### config.mk
export PLATFORM = sky130hd
export DESIGN_NAME = data_mem_arbiter_flat
export DESIGN_NICKNAME = d
export VERILOG_FILES = /design/src/rtl/data_mem_arbiter_if.sv /design/src/rtl/data_mem_arbiter.sv /design/src/flat_wrapper.sv
export SDC_FILE = /design/constraint.sdc
export NUM_CORES = 1
export LEC_CHECK = 0
export CELL_PAD_IN_SITES_DETAIL_PLACEMENT = 1
export CELL_PAD_IN_SITES_GLOBAL_PLACEMENT = 1
export CORE_MARGIN = 1
export CORE_UTILIZATION = 35
export CTS_CLUSTER_DIAMETER = 120
export CTS_CLUSTER_SIZE = 28
export DETAILED_ROUTE_END_ITERATION = 8
export PLACE_DENSITY = 0.89
export SLEW_MARGIN = 30
export SYNTH_ARGS = -nofsm -noshare
export SYNTH_HDL_FRONTEND = slang
export SYNTH_SLANG_ARGS = --single-unit
### constraint.sdc
create_clock -name clk -period 10.95 [get_ports clk]
set_clock_uncertainty 0.05 [all_clocks]
set_input_delay 2.19 -clock clk [delete_from_list [all_inputs] [get_ports clk]]
set_output_delay 2.19 -clock clk [all_outputs]
set_load 0.01 [all_outputs]
### src/rtl/data_mem_arbiter_if.sv
// Bus bundle between the MEM stage / DMA requesters, the data-memory arbiter and DataMem.
// slave is the arbiter's view; master is the requester and memory side.
interface data_mem_arbiter_if #(
  parameter int ADDR_W = 32,
  parameter int DATA_W = 32
);
  logic              pipeRead;
  logic              pipeWrite;
  logic [ADDR_W-1:0] pipeAddr;
  logic [DATA_W-1:0] pipeData;
  logic              pipeStall;
  logic [DATA_W-1:0] pipeOut;
  logic              dmaReq;
  logic              dmaWe;
  logic [ADDR_W-1:0] dmaAddr;
  logic [DATA_W-1:0] dmaData;
  logic              dmaAck;
  logic [DATA_W-1:0] dmaOut;
  logic              memRead;
  logic              memWrite;
  logic [ADDR_W-1:0] memAddr;
  logic [DATA_W-1:0] memData;
  logic [DATA_W-1:0] memOut;

  modport slave (
    input  pipeRead, pipeWrite, pipeAddr, pipeData,
    input  dmaReq, dmaWe, dmaAddr, dmaData,
    input  memOut,
    output pipeStall, pipeOut, dmaAck, dmaOut,
    output memRead, memWrite, memAddr, memData
  );

  modport master (
    output pipeRead, pipeWrite, pipeAddr, pipeData,
    output dmaReq, dmaWe, dmaAddr, dmaData,
    output memOut,
    input  pipeStall, pipeOut, dmaAck, dmaOut,
    input  memRead, memWrite, memAddr, memData
  );
endinterface

### src/rtl/data_mem_arbiter.sv
// Shares the single-port data memory between the pipeline MEM stage and a DMA/debug master,
// sequencing ACCESS_CYCLES-long accesses and stalling the pipeline while its access is pending.
module data_mem_arbiter #(
  parameter int ADDR_W        = 32,
  parameter int DATA_W        = 32,
  parameter int ACCESS_CYCLES = 3,
  parameter int STARVE_LIMIT  = 2
) (
  input  logic               clk,
  input  logic               rst,
  data_mem_arbiter_if.slave  bus
);

  localparam logic [1:0] ST_IDLE = 2'd0;
  localparam logic [1:0] ST_PIPE = 2'd1;
  localparam logic [1:0] ST_DMA  = 2'd2;

  localparam int CNT_W = (ACCESS_CYCLES > 2) ? $clog2(ACCESS_CYCLES - 1) : 1;
  localparam int SW    = (STARVE_LIMIT > 0) ? $clog2(STARVE_LIMIT + 1) : 1;
  localparam logic [CNT_W-1:0] CNT_LOAD   = (ACCESS_CYCLES > 1) ? CNT_W'(ACCESS_CYCLES - 2) : '0;
  localparam logic [SW-1:0]    STARVE_MAX = SW'(STARVE_LIMIT);

  logic [1:0]        r_state;
  logic [CNT_W-1:0]  r_cnt;
  logic [SW-1:0]     r_starve;
  logic              r_dma_ack;
  logic [DATA_W-1:0] r_dma_out;
  logic [DATA_W-1:0] r_pipe_out;
  logic              r_dma_we;
  logic [ADDR_W-1:0] r_dma_addr;
  logic [DATA_W-1:0] r_dma_data;

  logic              w_idle;
  logic              w_pipe_req;
  logic              w_dma_elig;
  logic              w_grant_dma;
  logic              w_grant_pipe;
  logic              w_act_pipe;
  logic              w_act_dma;
  logic              w_last;
  logic              w_done_pipe;
  logic              w_done_dma;
  logic              w_dma_we;
  logic [ADDR_W-1:0] w_dma_addr;
  logic [DATA_W-1:0] w_dma_data;

  always_comb begin
    w_idle       = rst && (r_state == ST_IDLE);
    w_pipe_req   = bus.pipeRead | bus.pipeWrite;
    w_dma_elig   = bus.dmaReq & ~r_dma_ack;
    w_grant_dma  = w_idle & w_dma_elig & ((r_starve == STARVE_MAX) | ~w_pipe_req);
    w_grant_pipe = w_idle & ~w_grant_dma & w_pipe_req;
    w_act_pipe   = w_grant_pipe | (rst && (r_state == ST_PIPE));
    w_act_dma    = w_grant_dma  | (rst && (r_state == ST_DMA));
    if (ACCESS_CYCLES == 1) w_last = 1'b1;
    else                    w_last = (r_state != ST_IDLE) && (r_cnt == '0);
    w_done_pipe  = w_act_pipe & w_last;
    w_done_dma   = w_act_dma & w_last;
    // DMA controls are latched at grant so a dropped dmaReq cannot disturb the access
    w_dma_we     = (r_state == ST_IDLE) ? bus.dmaWe   : r_dma_we;
    w_dma_addr   = (r_state == ST_IDLE) ? bus.dmaAddr : r_dma_addr;
    w_dma_data   = (r_state == ST_IDLE) ? bus.dmaData : r_dma_data;
  end

  always_comb begin
    bus.memRead   = (w_act_pipe & ~bus.pipeWrite) | (w_act_dma & ~w_dma_we);
    bus.memWrite  = (w_done_pipe & bus.pipeWrite) | (w_done_dma & w_dma_we);
    bus.memAddr   = w_act_dma ? w_dma_addr : bus.pipeAddr;
    bus.memData   = w_act_dma ? w_dma_data : bus.pipeData;
    bus.pipeStall = w_pipe_req & ~w_done_pipe;
    bus.pipeOut   = (w_done_pipe & ~bus.pipeWrite) ? bus.memOut : r_pipe_out;
    bus.dmaAck    = r_dma_ack;
    bus.dmaOut    = r_dma_out;
  end

  always_ff @(posedge clk or negedge rst) begin
    if (!rst) begin
      r_state    <= ST_IDLE;
      r_cnt      <= '0;
      r_starve   <= '0;
      r_dma_ack  <= 1'b0;
      r_dma_out  <= '0;
      r_pipe_out <= '0;
    end else begin
      r_dma_ack <= w_done_dma;
      if (w_done_dma & ~w_dma_we)       r_dma_out  <= bus.memOut;
      if (w_done_pipe & ~bus.pipeWrite) r_pipe_out <= bus.memOut;
      if (!bus.dmaReq || w_grant_dma)
        r_starve <= '0;
      else if (w_grant_pipe && (r_starve != STARVE_MAX))
        r_starve <= r_starve + 1'b1;
      if (ACCESS_CYCLES > 1) begin
        case (r_state)
          ST_IDLE: begin
            if (w_grant_dma) begin
              r_state <= ST_DMA;
              r_cnt   <= CNT_LOAD;
            end else if (w_grant_pipe) begin
              r_state <= ST_PIPE;
              r_cnt   <= CNT_LOAD;
            end
          end
          default: begin
            if (r_cnt == '0) r_state <= ST_IDLE;
            else             r_cnt   <= r_cnt - 1'b1;
          end
        endcase
      end
    end
  end

  always_ff @(posedge clk) begin
    if (w_grant_dma) begin
      r_dma_we   <= bus.dmaWe;
      r_dma_addr <= bus.dmaAddr;
      r_dma_data <= bus.dmaData;
    end
  end

endmodule

### src/flat_wrapper.sv
// flat-port wrapper written by rule: the top's interface ports become plain ports
module data_mem_arbiter_flat 
#(
  parameter int ADDR_W        = 32,
  parameter int DATA_W        = 32,
  parameter int ACCESS_CYCLES = 3,
  parameter int STARVE_LIMIT  = 2
)
  (clk, rst, bus_pipeRead, bus_pipeWrite, bus_pipeAddr, bus_pipeData, bus_dmaReq, bus_dmaWe, bus_dmaAddr, bus_dmaData, bus_memOut, bus_pipeStall, bus_pipeOut, bus_dmaAck, bus_dmaOut, bus_memRead, bus_memWrite, bus_memAddr, bus_memData);
  data_mem_arbiter_if #(.ADDR_W(ADDR_W), .DATA_W(DATA_W)) bus_i ();
  input  logic clk;
  input  logic rst;
  input wire logic [$bits(bus_i.pipeRead)-1:0] bus_pipeRead;
  input wire logic [$bits(bus_i.pipeWrite)-1:0] bus_pipeWrite;
  input wire logic [$bits(bus_i.pipeAddr)-1:0] bus_pipeAddr;
  input wire logic [$bits(bus_i.pipeData)-1:0] bus_pipeData;
  input wire logic [$bits(bus_i.dmaReq)-1:0] bus_dmaReq;
  input wire logic [$bits(bus_i.dmaWe)-1:0] bus_dmaWe;
  input wire logic [$bits(bus_i.dmaAddr)-1:0] bus_dmaAddr;
  input wire logic [$bits(bus_i.dmaData)-1:0] bus_dmaData;
  input wire logic [$bits(bus_i.memOut)-1:0] bus_memOut;
  output wire logic [$bits(bus_i.pipeStall)-1:0] bus_pipeStall;
  output wire logic [$bits(bus_i.pipeOut)-1:0] bus_pipeOut;
  output wire logic [$bits(bus_i.dmaAck)-1:0] bus_dmaAck;
  output wire logic [$bits(bus_i.dmaOut)-1:0] bus_dmaOut;
  output wire logic [$bits(bus_i.memRead)-1:0] bus_memRead;
  output wire logic [$bits(bus_i.memWrite)-1:0] bus_memWrite;
  output wire logic [$bits(bus_i.memAddr)-1:0] bus_memAddr;
  output wire logic [$bits(bus_i.memData)-1:0] bus_memData;
  assign bus_i.pipeRead = bus_pipeRead;
  assign bus_i.pipeWrite = bus_pipeWrite;
  assign bus_i.pipeAddr = bus_pipeAddr;
  assign bus_i.pipeData = bus_pipeData;
  assign bus_i.dmaReq = bus_dmaReq;
  assign bus_i.dmaWe = bus_dmaWe;
  assign bus_i.dmaAddr = bus_dmaAddr;
  assign bus_i.dmaData = bus_dmaData;
  assign bus_i.memOut = bus_memOut;
  assign bus_pipeStall = bus_i.pipeStall;
  assign bus_pipeOut = bus_i.pipeOut;
  assign bus_dmaAck = bus_i.dmaAck;
  assign bus_dmaOut = bus_i.dmaOut;
  assign bus_memRead = bus_i.memRead;
  assign bus_memWrite = bus_i.memWrite;
  assign bus_memAddr = bus_i.memAddr;
  assign bus_memData = bus_i.memData;
  data_mem_arbiter #(.ADDR_W(ADDR_W), .DATA_W(DATA_W), .ACCESS_CYCLES(ACCESS_CYCLES), .STARVE_LIMIT(STARVE_LIMIT)) u_core (.clk(clk), .rst(rst), .bus(bus_i));
endmodule
==> metrics.md <==
| Metric | Value |
|---|---|
| Status | finished clean |
| Synthesis Warnings | 0 |
| CP Data Required Time | 8.71 ns |
| Worst slew pin tran | 0.9638 ns |
| Slew Viols, Final | 0 |
| Core Util, Final | 57.70% |
| Clk_lat worst skew | 0.41 ns |
| CTS H-Tree Depth | 4 |
| Resized Gates After CTS | 0 |
| Post-synthesis sequential area ratio | 58.15% |
| Worst Path Class, Setup | in -> out |
| Final Wtd Congestion | 0.7788 |
| Final min period | 7.351 ns |
| Flop pwr share | 33.6% |
| Wire length per cell | 20.64 µm |
| Remaining Overflow, GRT | 0 |
| First-pass GRT wire length | 28.46 mm |
| Psw | 640.6 µW |
| Leak pwr | 3.866 nW |
| Die area | 18740 µm² |
| Crit-path max FO | 17 |
| CTS Hold Bufs | 0 |
| Hold Path End | u_core.bus.dmaOut[5] |
| Tot Pwr | 2.154 mW |
| Fmax | 136.0 MHz |
| Starting Density | 36.32% |
| Number of global-route vias before repair | 5069 |
| Post-DP HPWL | 14.50 mm |
| Clk sink count | 135 |
| IO buf count | 297 |
| TNS Setup | 0 ns |
| Type of origin of the critical path | input pin |
| Row count | 48 |
| Routed WL | 19.21 mm |
| Unrepaired setup endpoints after global routing | no |
| Die Wd | 136.9 µm |
| Hold Fails Final Rpt | 0 |
| Synth area leader | edfxtp_1 |
| Synth top area share | 30.65% |
| Synthesized flop and latch total | 135 |
| Initial antenna violation count | 1 |
| Power Dens Cells | 212.8 nW/µm² |
| Main synth FF type | dfrtp_1 |
| CP Data Arrival Time | 5.11 ns |
| CTS Root Buffer Type | clkbuf_16 |
| Clock Path Buffers | 2 |
| Starting DRC count in detailed routing | 150 |
| Via-per-instance ratio | 4.806 |
| Hold crit path type | reg -> reg |
| Period utilisation layout | 67.13% |
| DR vias | 4474 |
| Synth cell count leaders | 134 x mux2_2, 70 x dfrtp_1, 65 x edfxtp_1, 39 x mux2_1, 19 x mux2_4 |
| Worst hold stages | 1 |
| Drt first pass iters | 4 |
| Area Overhead vs Synth | 58.88% |
| NumNets Final | 860 |
| Combinational share of power | 41.2% |
| DRC viols | 0 |
| Share of cells above drive strength 1 | 28.19% |
| Mapped cell area | 6369 µm² |
| Clk slew on worst S/H paths | 0.06 ns |
| Fillers | 1657 |
| RR Startpoint | u_core.r_state[0] |
| Clock power share | 25.2% |
| Avg Inst Size Synth | 16.29 µm² |
| CTS Buf Count | 17 |
| Final Setup Violations | 0 |
| Largest net degree at the start of global routing | 77 |
| Worst r2r dst | u_core.r_pipe_out[18] |
| Peak VDD IR | 0.0001270 V |
| Top post-synthesis cells by area | edfxtp_1 31%, dfrtp_1 28%, mux2_2 24% |
| R2R Setup Slk | 8.47 ns |
| Synthesized net count | 558 |
| Hold path start | u_core.bus.dmaOut[5] |
| Most frequent cell after synthesis | mux2_2 |
| Unique masters post-synth | 32 |
| Post-CTS Setup Repair Bufs | 0 |
| Total GRT Usage | 20.79% |
| Crit end category | output pin |
| Die H | 136.9 µm |
| Async set or reset register ratio after synthesis | 51.85% |
| Synth Instances | 391 |
| Diode count | 0 |
| Slew Limit Headroom | 35.75% |
| CTS tree | built |
| Post-synth EDFFs | 65 |
| I/O pins | 298 |
| Worst Reg2Reg Path Length in Cells | 4 |
| Final ANT Viol Nets | 0 |
| P_int | 1.513 mW |
| Core Footprint | 17540 µm² |
| Switching part of the total | 29.74% |
| Worst hold slack | 0.4431 ns |
| Max_cap viols | 0 |
| CP startpoint | bus_pipeWrite |
sequential cells by signal (all words and copies together) (netlist names):
signal,flops
u_core.r_dma_addr,32
u_core.bus.dmaAck,1
u_core.r_cnt,1
u_core.r_state,2
u_core.r_starve,2
u_core.bus.dmaOut,32
u_core.r_pipe_out,32
u_core.r_dma_we,1
u_core.r_dma_data,32
power by group through the flow:
stage / clock network, mW / registers (mW) / logic [mW]
after floorplan: 0 / 0.740 / 0.421
after global placement: 0 / 0.718 / 0.866
after detailed placement: 0 / 0.735 / 0.898
after CTS: 0.555 / 0.727 / 0.906
after global routing: 0.578 / 0.741 / 0.946
final: 0.542 / 0.724 / 0.888
area by class of cell:
class,count,area [µm²],area share (%)
timing repair buffer,303,3017,29.81
clock buffer,20,478.0,4.724
sequential,135,3704,36.60
clock inverter,12,90.09,0.8903
inverter,4,15.01,0.1484
multi-input combinational,232,2534,25.04
tap,225,281.5,2.782
routing by layer:
layer | part of all wire [%] | up-vias | track usage, % | wire length (µm)
met5 | 0.057 | - | 0 | 11
met4 | 1.7 | 2 | 6.899 | 331
met3 | 6.9 | 23 | 6.519 | 1327
met2 | 55 | 198 | 38.55 | 10520
met1 | 37 | 2177 | 22.16 | 7018
li1 | - | 2074 | - | -
how the worst max path moves through the flow:
stage | to | slack (ns)
4_1_cts | bus_memAddr[31] | 3.37
6_report | bus_pipeOut[16] | 3.60
3_5_place_dp | bus_memAddr[31] | 3.38
2_1_floorplan | u_core.r_dma_addr[0] | 3.14
5_1_grt | bus_pipeOut[0] | 3.45
3_3_place_gp | bus_memAddr[0] | 3.58
critical path, stage by stage:
cell and delay, ns:
clkdlybuf4s50_1 0.55, nand2b_1 0.31, nor3b_4 0.76, buf_4 0.40, mux2_2 0.38, clkdlybuf4s50_1 0.51
layout by cell type (no fill, tap or decap), types with 2 or more instances in the layout:
cell             netlist  layout
clkbuf_8               0       2
a21o_1                 3       3
a21oi_1                2       2
nor2_1                 4       3
clkinv_2               0       3
mux2_4                19      19
inv_1                  4       4
o21ai_0                3       3
clkdlybuf4s50_1        0     296
inv_6                  0       3
nand3b_1               2       2
buf_4                  5       5
mux2_1                39      39
mux2_2               134     134
nand2b_1               5       5
edfxtp_1              65      65
dfrtp_1               70      70
clkbuf_16              0      18
clkinv_4               0       4
nand2_1                6       6
through the flow:
stage | worst slack, ns | area, µm² | cells
5_1_grt | 3.449 | 10120 | 931
2_1_floorplan | 3.143 | 6369 | 391
3_3_place_gp | 3.582 | 9547 | 899
4_1_cts | 3.367 | 10110 | 931
6_report | 3.599 | 10120 | 931
3_5_place_dp | 3.378 | 9547 | 899
cells by family (layout without fill, tap and decap cells):
kind of cell / Yosys count / count (layout) / share of synthesized area, %
mux: 192 / 192 / 35.07
flops: 135 / 135 / 58.15
buf+inv: 24 / 339 / 2.633
simple gates: 23 / 23 / 2.063
compound gates: 16 / 16 / 1.886
fa+ha+maj: 1 / 1 / 0.1964
No activity file was read; power rests on OpenSTA's default activity.
